==> src/rtl/actor_sync_trigger.sv <==
// Dataflow actor trigger: launches the actor, sleeps on no progress,
// and joins a network-wide two-phase sync before reporting done.
module actor_sync_trigger #(
    parameter int MODE         = 0,
    parameter int SLEEP_CYCLES = 16,
    parameter int COUNT_WIDTH  = 32
) (
    input  logic                   ap_clk,
    input  logic                   ap_rst,
    input  logic                   ap_start,
    output logic                   ap_done,
    output logic                   ap_idle,
    output logic                   actor_start,
    input  logic                   actor_done,
    input  logic [31:0]            actor_return,
    output logic                   sleep,
    output logic                   sync_wait,
    output logic                   sync_exec,
    input  logic                   all_sleep,
    input  logic                   all_sync,
    input  logic                   all_sync_wait,
    output logic [COUNT_WIDTH-1:0] exec_count
);

    typedef enum logic [2:0] {
        IDLE_STATE  = 3'd0,
        LAUNCH      = 3'd1,
        CHECK       = 3'd2,
        SLEEP       = 3'd3,
        SYNC_LAUNCH = 3'd4,
        SYNC_CHECK  = 3'd5,
        SYNC_WAIT   = 3'd6,
        SYNC_EXEC   = 3'd7
    } state_t;

    localparam logic [15:0] SLEEP_LOAD = 16'(SLEEP_CYCLES - 1);
    localparam logic [COUNT_WIDTH-1:0] COUNT_MAX = '1;
    localparam logic [31:0] RET_TEST = 32'd2;
    localparam logic [31:0] RET_EXEC = 32'd3;

    state_t                 state;
    state_t                 state_next;
    logic [15:0]            timer;
    logic [15:0]            timer_next;
    logic [COUNT_WIDTH-1:0] count_next;
    logic [COUNT_WIDTH-1:0] count_inc;
    logic                   done_next;

    // Saturate instead of wrapping so a long run never reports a small count.
    assign count_inc = (exec_count == COUNT_MAX) ? exec_count
                                                 : exec_count + 1'b1;

    always_comb begin
        state_next = state;
        timer_next = timer;
        count_next = exec_count;
        done_next  = 1'b0;
        unique case (state)
            IDLE_STATE: begin
                if (ap_start) begin
                    state_next = LAUNCH;
                    count_next = '0;
                end
            end
            LAUNCH: state_next = CHECK;
            CHECK: begin
                if (actor_done) begin
                    if (actor_return == RET_EXEC) begin
                        state_next = LAUNCH;
                        count_next = count_inc;
                    end else if (actor_return == RET_TEST) begin
                        state_next = LAUNCH;
                    end else begin
                        state_next = SLEEP;
                        timer_next = SLEEP_LOAD;
                    end
                end
            end
            SLEEP: begin
                if (all_sleep) begin
                    state_next = SYNC_LAUNCH;
                end else if (MODE == 0) begin
                    if (timer == 16'd0) state_next = LAUNCH;
                    else timer_next = timer - 16'd1;
                end
            end
            SYNC_LAUNCH: state_next = SYNC_CHECK;
            SYNC_CHECK: begin
                if (actor_done) begin
                    if (actor_return == RET_EXEC) begin
                        state_next = SYNC_EXEC;
                        count_next = count_inc;
                    end else begin
                        state_next = SYNC_WAIT;
                    end
                end
            end
            SYNC_WAIT: begin
                if (all_sync) begin
                    if (all_sync_wait) begin
                        state_next = IDLE_STATE;
                        done_next  = 1'b1;
                    end else begin
                        state_next = LAUNCH;
                    end
                end
            end
            SYNC_EXEC: begin
                if (all_sync) state_next = LAUNCH;
            end
        endcase
    end

    always_ff @(posedge ap_clk or posedge ap_rst) begin
        if (ap_rst) begin
            state      <= IDLE_STATE;
            timer      <= 16'd0;
            exec_count <= '0;
            ap_done    <= 1'b0;
        end else begin
            state      <= state_next;
            timer      <= timer_next;
            exec_count <= count_next;
            ap_done    <= done_next;
        end
    end

    assign ap_idle     = (state == IDLE_STATE);
    assign actor_start = (state == LAUNCH) || (state == SYNC_LAUNCH);
    assign sleep       = (state == SLEEP);
    assign sync_wait   = (state == SYNC_WAIT);
    assign sync_exec   = (state == SYNC_EXEC);

endmodule

==> config.mk <==
export PLATFORM = sky130hd
export DESIGN_NAME = actor_sync_trigger
export DESIGN_NICKNAME = d
export VERILOG_FILES = /design/src/rtl/actor_sync_trigger.sv
export SDC_FILE = /design/constraint.sdc
export NUM_CORES = 1
export LEC_CHECK = 0
export CAP_MARGIN = 5
export CORE_MARGIN = 2
export CORE_UTILIZATION = 40
export CTS_BUF_LIST = sky130_fd_sc_hd__clkbuf_16
export CTS_CLUSTER_DIAMETER = 100
export DETAILED_ROUTE_END_ITERATION = 7
export PLACE_DENSITY = 0.66
export SLEW_MARGIN = 20
export SYNTH_ARGS = -nofsm -noshare
export SYNTH_HDL_FRONTEND = slang
export SYNTH_SLANG_ARGS = --single-unit
export TNS_END_PERCENT = 20
==> constraint.sdc <==
create_clock -name ap_clk -period 2.38 [get_ports ap_clk]
set_clock_uncertainty 0.1 [all_clocks]
set_input_delay 0.714 -clock ap_clk [delete_from_list [all_inputs] [get_ports ap_clk]]
set_output_delay 0.714 -clock ap_clk [all_outputs]
set_load 0.05 [all_outputs]
==> Yosys cells after proc, flatten, opt, wreduce, memory -nomap -nowiden <==
Index checks and enable logic that the tools add are counted.
{ "totals": {"ff_bits": 52, "out_inout_bits": 38} }
{ "classes": {"add_sub_neg": 2, "eq_ne": 23, "muxes": 26, "n_reduce_logical": 9} }
{ "op_table": {"columns": ["cell", "n"], "rows": [
  ["32-bit 2-to-1 mux", 4],
  ["16-bit 2-to-1 mux", 5],
  ["32-bit by 2-bit equality test with 1-bit output (second input constant)", 2],
  ["32-bit case mux with 2 select lines", 1],
  ["32-bit by 1-bit adder with 32-bit output (second input constant)", 1],
  ["32-bit equality test (second input constant)", 1],
  ["16-bit case mux with 2 select lines", 1],
  ["3-bit case mux with 8 select lines", 1],
  ["3-bit 2-to-1 mux", 7],
  ["16-bit zero test", 1],
  ["2-bit != test (second input constant)", 8],
  ["16-bit by 1-bit subtractor with 16-bit output (second input constant)", 1],
  ["3-bit equality test (second input constant)", 4],
  ["6-bit AND reduction", 2],
  ["2-bit by 1-bit != test with 1-bit output (second input constant)", 4],
  ["3-bit by 2-bit equality test with 1-bit output (second input constant)", 2],
  ["1-bit 2-to-1 mux", 5],
  ["5-bit AND reduction", 1],
  ["2-bit 2-to-1 mux", 2],
  ["2-bit nonzero test", 2],
  ["3-bit by 1-bit equality test with 1-bit output (second input constant)", 1],
  ["3-bit zero test", 1],
  ["3-bit by 1-bit != test with 1-bit output (second input constant)", 1],
  ["2-bit OR reduction", 1],
  ["1-bit logical OR", 1]
]} }

==> Depth between registers and ports, before layout <==
Gate-level depths: netlist of run 1.
{ "depth": {"depth_word": 5, "ltp_mapped": 8, "ltp_nobuf": 6} }

==> Least setup slack after synthesis of run 1 <==
OpenSTA, ideal clock, no wires.
{ "synth_timing": {"kind": "register to register", "startpoint": "reg state[2]", "endpoint": "reg exec_count[0]", "required_ns": 2.134, "slack_ns": -0.262, "stages_incl_launch_ff": 7, "synth_period_minus_slack_ns": 2.642, "arrival_ns": 2.397, "cell_sequence": "dfrtp_1 > clkbuf_1 > nor3_1 > nand2_1 > a21bo_2 > buf_2 > mux2i_1"} }
{ "synth_via": {"elab_cells_between_ends": 11} }
{ "synth_lines": {"columns": ["element", "line_no", "source"], "rows": [
  ["start: declaration", "41", "state_t state;"],
  ["start signal: assignment", "121", "state <= state_next;"],
  ["3-bit zero test (*)", null, null],
  ["net ap_idle", "12", "output logic ap_idle,"],
  ["2-bit != test (no source line) or 2-bit nonzero test (tied branches)", null, null],
  ["5-bit AND reduction (no source line)", null, null],
  ["end signal: assignment", "123", "exec_count <= count_next;"],
  ["end: declaration", "22", "output logic [COUNT_WIDTH-1:0] exec_count"]
]} }
Mark *: on every way through the listed nets, which the timed path passes. The rest lies on a longest branch.
A chain may end at the register's enable or synchronous reset.

==> Worst setup path in the final report of run 1 <==
{ "layout_timing": {"startpoint": "reg exec_count[30]", "endpoint": "out exec_count[30]"} }
No word-level cell between the ends.

==> results of run 1 <==
power groups by stage:
| stage | combinational, uW | sequential (uW) | clock, uW |
|---|---|---|---|
| 2_1_floorplan | 944 | 1640 | 0 |
| 3_3_place_gp | 1920 | 1380 | 0 |
| 3_5_place_dp | 1950 | 1390 | 0 |
| 4_1_cts | 2070 | 1380 | 709 |
| 5_1_grt | 2210 | 1420 | 737 |
| 6_report | 2050 | 1380 | 694 |
through the flow:
stage / util [%] / instance area (um^2)
after detailed placement: 54.21 / 4454
after floorplan: - / 3416
after global placement: 54.21 / 4454
after global routing: 58.28 / 4788
final: 58.28 / 4788
after CTS: 57.91 / 4758
logic make-up (layout without fill, tap and decap cells):
kind of cell / after synthesis / in the layout / synth area share (%)
fa+ha+maj: 3 / 3 / 1.108
buf+inv: 58 / 157 / 7.499
flops: 52 / 52 / 38.42
compound gates: 113 / 113 / 22.90
xor+xnor: 6 / 6 / 1.552
mux: 7 / 7 / 2.106
simple gates: 147 / 147 / 26.41
repair_timing:
item / CTS / global route
buffers inserted: 7 / 1
gates cloned: 2 / 0
gates resized for setup: 41 / 16
pin swaps: 9 / 13
endpoints found under the setup margin: 44 / 38
hold buffers: 0 / 0
synthesized netlist by cell type, types with 2 or more instances:
master | number | area share (%)
sky130_fd_sc_hd__a211o_1 | 2 | 0.52
sky130_fd_sc_hd__a21o_1 | 3 | 0.66
sky130_fd_sc_hd__a21oi_1 | 13 | 1.9
sky130_fd_sc_hd__a22o_1 | 2 | 0.52
sky130_fd_sc_hd__a22oi_1 | 2 | 0.44
sky130_fd_sc_hd__a31oi_1 | 9 | 1.7
sky130_fd_sc_hd__a32oi_1 | 3 | 0.78
sky130_fd_sc_hd__and2_1 | 7 | 1.3
sky130_fd_sc_hd__and3_1 | 5 | 0.92
sky130_fd_sc_hd__and4_1 | 3 | 0.78
sky130_fd_sc_hd__buf_1 | 2 | 0.22
sky130_fd_sc_hd__buf_2 | 13 | 1.9
sky130_fd_sc_hd__buf_6 | 2 | 0.66
sky130_fd_sc_hd__clkbuf_1 | 5 | 0.55
sky130_fd_sc_hd__dfrtp_1 | 52 | 38
sky130_fd_sc_hd__ha_1 | 3 | 1.1
sky130_fd_sc_hd__inv_1 | 34 | 3.8
sky130_fd_sc_hd__mux2i_1 | 6 | 1.8
sky130_fd_sc_hd__nand2_1 | 27 | 3.0
sky130_fd_sc_hd__nand2b_1 | 3 | 0.55
sky130_fd_sc_hd__nand3_1 | 11 | 1.6
sky130_fd_sc_hd__nand4_1 | 10 | 1.8
sky130_fd_sc_hd__nand4b_1 | 2 | 0.52
sky130_fd_sc_hd__nor2_1 | 21 | 2.3
sky130_fd_sc_hd__nor2b_1 | 3 | 0.55
sky130_fd_sc_hd__nor3_1 | 16 | 2.4
sky130_fd_sc_hd__nor4_1 | 21 | 3.9
sky130_fd_sc_hd__nor4_4 | 3 | 1.9
sky130_fd_sc_hd__o211ai_1 | 25 | 5.5
sky130_fd_sc_hd__o211ai_2 | 2 | 0.74
sky130_fd_sc_hd__o21a_1 | 7 | 1.6
sky130_fd_sc_hd__o21ai_1 | 25 | 3.7
sky130_fd_sc_hd__o22ai_1 | 4 | 0.74
sky130_fd_sc_hd__o31a_1 | 7 | 1.8
sky130_fd_sc_hd__o41ai_1 | 2 | 0.52
sky130_fd_sc_hd__or3_1 | 2 | 0.37
sky130_fd_sc_hd__or4_4 | 3 | 1.0
sky130_fd_sc_hd__xnor2_1 | 6 | 1.6
registers in the layout, summed over array words and instances, names as in the netlist:
name	count
exec_count	32
timer	16
state	3
ap_done	1
routing by layer:
layer	track usage (%)	up-vias	routed length [um]
met5	0	-	0
met4	5.595	0	121
met3	3.759	9	485
met2	35.30	110	4487
met1	28.34	1607	4177
li1	-	1645	-
cell type report:
cell class	instances	area, um^2	area share (%)
flip-flops and latches	52	1315	27.46
clock inverters	2	7.507	0.1568
well taps	105	131.4	2.744
multi-input cells	276	1944	40.61
repair buffers	116	1137	23.75
inverters	34	127.6	2.665
clock buffers	5	125.1	2.613
final timing paths:
| check | start | endpoint | slack [ps] | depth (start not counted) |
|---|---|---|---|---|
| max | exec_count[30] | exec_count[30] | 40 | 1 |
| min | timer[5] | timer[5] | 410 | 1 |
| max reg2reg | exec_count[25] | exec_count[14] | 160 | 7 |
| min reg2reg | timer[5] | timer[5] | 410 | 1 |
| max in group asynchronous | ap_rst | exec_count[11] | 1110 | 3 |
| min in group asynchronous | ap_rst | timer[10] | 610 | 2 |
==> run_results.csv, run 1 <==
group,metric,value,unit
logic_synthesis,synth.avg_cell_area,8.775,um^2
placed_design,place.gp.congestion,0.8160,
timing,maxSlewHeadroom,67.01,%
clock_network,path_clk_slew,70,ps
finish,instances_no_fill,590,
worst_setup_path,crit_path_top_delay_cell,"sky130_fd_sc_hd__clkdlybuf4s50_1",
timing,fin_setup_tns,0,ps
timing,worst_hold_slack,415.0,ps
routing,detail_route.first_pass.iterations,5,
logic_synthesis,synth_edf_count,0,
placed_design,detailedPlace.worstSlack,-475.3,ps
power_and_ir_drop,cellPowerDensity,862.1,nW/um^2
worst_setup_path,setup.worst_path.end_class,"output port",
timing,setup_viol_count_final,0,
clock_network,cts_tree,"built",
die,die_area,9220,um^2
worst_hold_path,hold_path.class,"reg -> reg",
finish,fraction_of_layout_instances_using_a_drive_strength_above_1,26.80,%
timing,drv_slew,0,
worst_setup_path,cp.required,1570,ps
power_and_ir_drop,p_comb_share,49.6,%
timing,max_slew.worst_pin.slew,493.4,ps
power_and_ir_drop,internal_power,2340,uW
timing,timing.final.hold_violations,0,
finish,filler_cell_count,716,
routing,drt-total-wl,9271,um
logic_synthesis,postSynthNetCount,428,
routing,detail-route-antenna-nets,0,
power_and_ir_drop,post-layout-total-power,4128,uW
run,timing.max_cap.violations,0,
logic_synthesis,postSynthRegisterBits,52,
logic_synthesis,yosys_most_used_dff,"sky130_fd_sc_hd__dfrtp_1",
grt,grt_start_max_net_pins,25,
logic_synthesis,synth.yosys.seq_area_share,38.42,%
die,die_h,96.02,um
power_and_ir_drop,power.ir.vdd_worst,0.0008935,V
logic_synthesis,number_of_synthesis_warnings,0,
finish,layout_commonest_cell,"sky130_fd_sc_hd__buf_4",
clock_network,clkLatencyLatePin,290,ps
placed_design,numPlacedInstances,576,
routing,detail_route.vias_per_cell,5.714,
timing,fin_crit_sh,98.31,%
logic_synthesis,syn-instance-count,386,
worst_setup_path,worst-setup-path-type,"reg -> out",
finish,layout-area-overhead-vs-synth,41.37,%
timing,final_min_period,2340,ps
worst_setup_path,critical_path.max_fanout,3,
placed_design,io_buffer_count,76,
clock_network,max-clock-path-buffers,2,
worst_setup_path,timing.critical_path.arrival,1530,ps
clock_network,ctsHtreeMaxLevel,2,
placed_design,dp_hpwl,6681,um
die,io_pins,77,
power_and_ir_drop,netSwitchingFraction,43.30,%
routing,routed_wire_length_per_instance,15.71,um
logic_synthesis,netlist-cell-type-count,58,
worst_setup_path,worstSetupStartpointType,"register",
die,floorplan.die.width,96.02,um
finish,finalNetCount,527,
power_and_ir_drop,seqPwrFrac,33.6,%
die,design.core.area,8217,um^2
clock_network,tritoncts_buffer_count,5,
grt,global_route_wire_length_before_repair,15500,um
routing,initialDrtViolationCount,204,
logic_synthesis,synth_area,3387,um^2
worst_setup_path,crit_chain,"clkdlybuf4s50_1",
power_and_ir_drop,p_leak,0.002069,uW
finish,antenna_cells,0,
power_and_ir_drop,switchingPower,1787,uW
clock_network,clock-sinks,52,
logic_synthesis,synth-async-reset-ratio,100.0,%
clock_network,clockRootBuffer,"sky130_fd_sc_hd__clkbuf_16",
outcome,outcome,"finished, final reports clean",
worst_setup_path,crit_path_max_incr_delay,830,ps
grt,globalRoute.totalOverflow,0,
worst_setup_path,critical-path-top-delay-family,"buffers and inverters",
power_and_ir_drop,power_frac_clock,16.8,%
timing,timing.fmax,427.4,MHz
routing,vias,3371,
grt,via_count_of_the_first_global_routing_pass,3235,
grt,grt_antenna_before_repair,0,
timing,final_critical_path_setup_slack,40.32,ps
die,initial_core_util,41.22,%
routing,remaining_drc_errors,0,
die,placementRows,33,
finish,most-common-layout-cells,"sky130_fd_sc_hd__buf_4, sky130_fd_sc_hd__dfrtp_1, sky130_fd_sc_hd__inv_1",
worst_setup_path,sum_of_buffers_and_inverters_on_the_critical_path,1,
grt,grt.total_usage,21.19,%
Power figures use the tool's default switching activity.
==> run 2, diff against run 1 <==
- REMOVE_ABC_BUFFERS: default -> 1
==> run 2 against run 1 <==
Non-clock buffer count increased by 6; first-iteration DRC count down 12%; core utilization grew 0.69 points; register-to-register slack about the same; largest power group unchanged; highest routed layer unchanged.
==> run_results.csv, run 2 (synthesized netlist as in run 1, its figures left out) <==
group,metric,value,unit
grt,grt_antenna_before_repair,0,
placed_design,place.gp.congestion,0.8128,
die,io_pins,77,
worst_hold_path,hold-path-cell-count,1,
worst_hold_path,min_to,"timer[5]",
power_and_ir_drop,post-layout-total-power,4179,uW
routing,detail_route.vias_per_cell,5.787,
finish,top_register,"exec_count",
power_and_ir_drop,power.ir.vdd_worst,0.0004319,V
timing,timing.final.hold_violations,0,
routing,detailroute.wirelength.met2,4722,um
die,initial_core_util,41.22,%
worst_setup_path,critical-path-top-delay-family,"buffers and inverters",
finish,most-common-layout-cells,"sky130_fd_sc_hd__buf_4, sky130_fd_sc_hd__dfrtp_1, sky130_fd_sc_hd__inv_1",
worst_setup_path,sum_of_buffers_and_inverters_on_the_critical_path,1,
placed_design,numPlacedInstances,580,
timing,drv_slew,0,
finish,fraction_of_layout_instances_using_a_drive_strength_above_1,23.63,%
grt,globalRoute.totalOverflow,0,
clock_network,postCtsHoldBufs,0,
placed_design,dp_hpwl,6521,um
outcome,outcome,"finished, final reports clean",
worst_setup_path,critical_path.max_fanout,5,
finish,postLayoutCoreUtil,58.96,%
finish,reg.largest.list,"exec_count (32), timer (16), state (3)",
timing,max_slew.worst_pin.slew,516.0,ps
die,design.core.area,8217,um^2
finish,finalNetCount,533,
clock_network,clock-sinks,52,
clock_network,clkLatencyLatePin,290,ps
grt,grt_start_max_net_pins,53,
timing,timing.fmax,429.2,MHz
grt,grt.total_usage,21.90,%
placed_design,io_buffer_count,76,
clock_network,ctsHtreeMaxLevel,2,
clock_network,path_clk_slew,60,ps
finish,layout_commonest_cell,"sky130_fd_sc_hd__buf_4",
timing,fin_crit_sh,97.90,%
worst_hold_path,hold_path.class,"reg -> reg",
routing,remaining_drc_errors,0,
routing,detail_route.first_pass.iterations,4,
clock_network,cts_tree,"built",
run,timing.max_cap.violations,0,
routing,met3WireLength,538,um
worst_setup_path,reg2reg_slack,170,ps
routing,routed_wire_length_per_instance,16.23,um
die,floorplan.die.width,96.02,um
timing,setup_viol_count_final,0,
power_and_ir_drop,cellPowerDensity,862.6,nW/um^2
worst_setup_path,worstReg2RegEnd,"exec_count[26]",
routing,initialDrtViolationCount,180,
finish,layout-area-overhead-vs-synth,43.04,%
finish,instances_no_fill,596,
worst_setup_path,crit_path_top_delay_cell,"sky130_fd_sc_hd__clkdlybuf4s50_1",
worst_setup_path,cp.required,1570,ps
worst_setup_path,crit_path_max_incr_delay,820,ps
finish,largest_register_ff_count,32,
clock_network,max-clock-path-buffers,2,
grt,global_route_wire_length_before_repair,15950,um
finish,antenna_cells,0,
worst_setup_path,worstSetupStartpointType,"register",
worst_setup_path,source_of_the_worst_register_to_register_timing_path,"exec_count[4]",
routing,drt-total-wl,9673,um
routing,vias,3449,
die,die_area,9220,um^2
routing,routedLengthMet1,4285,um
worst_setup_path,crit_chain,"clkdlybuf4s50_1",
grt,via_count_of_the_first_global_routing_pass,3303,
die,die_h,96.02,um
die,placementRows,33,
routing,maxUsedRoutingLayer,"met4",
clock_network,clockRootBuffer,"sky130_fd_sc_hd__clkbuf_16",
worst_setup_path,worst-setup-path-type,"reg -> out",
power_and_ir_drop,p_leak,0.002161,uW
routing,detail-route-antenna-nets,0,
worst_setup_path,timing.reg2reg.worst_path_depth,5,
timing,maxSlewHeadroom,65.55,%
clock_network,tritoncts_buffer_count,5,
timing,final_min_period,2330,ps
worst_setup_path,setup.worst_path.end_class,"output port",
worst_setup_path,timing.critical_path.arrival,1520,ps
worst_hold_path,hold_startpoint,"timer[5]",
[run 2: final cells by class]
| type | count | area [um^2] |
|---|---|---|
| clock buffer | 5 | 125.1 |
| clock inverter | 2 | 7.507 |
| fill | 718 | 3372 |
| inverter | 34 | 127.6 |
| multi-input combinational | 276 | 1914 |
| sequential | 52 | 1303 |
| tap | 105 | 131.4 |
| timing repair buffer | 122 | 1236 |
[run 2: stage by stage]
step / hold slack, ps / worst slack (ps) / area (um^2) / setup TNS (ps)
floorplan: 370.9 / -625.4 / 3261 / -18560
CTS: 414.7 / 1.695 / 4772 / 0
finish: 413.1 / 49.87 / 4845 / 0
global placement: 395.7 / -469.8 / 4448 / -18900
detailed placement: 400.6 / -492.0 / 4448 / -19340
global route: 444.1 / -36.79 / 4845 / -117.4
[run 2: routing by layer]
layer  GRT usage (%)  up-vias
li1                -     1646
met3           4.072       11
met5               0        -
met4           6.310        0
met2           35.76      107
met1           29.57     1685
[run 2: power breakdown]
part | leakage (uW) | internal, uW | switching, uW | total, uW
registers | 0.000697 | 1090 | 278 | 1370
clock network | 0.0000648 | 378 | 318 | 696
logic | 0.00140 | 903 | 1210 | 2110
[run 2: worst max path at each step]
stage               depth (start not counted)  slack (ps)              from             end
floorplan                                   5        -630   actor_return[3]   exec_count[0]
global placement                            7        -470  actor_return[25]   exec_count[3]
detailed placement                          7        -490  actor_return[25]   exec_count[3]
CTS                                         9           2  actor_return[17]        timer[3]
global route                                9         -40  actor_return[21]        timer[3]
finish                                      1          50    exec_count[12]  exec_count[12]
[run 2: timing repair]
action / CTS / global route
resized for setup: 35 / 20
setup endpoints to repair: 42 / 50
pin swaps: 10 / 8
setup buffers: 7 / 0
gates cloned: 3 / 0
[run 2: worst reg2reg max path, stage by stage, from the launching register on]
cell and delay, ps:
sky130_fd_sc_hd__dfrtp_1 520, sky130_fd_sc_hd__nand4_4 220, sky130_fd_sc_hd__or4_4 670, sky130_fd_sc_hd__o31a_1 330, sky130_fd_sc_hd__o211ai_1 160, sky130_fd_sc_hd__o21ai_1 90
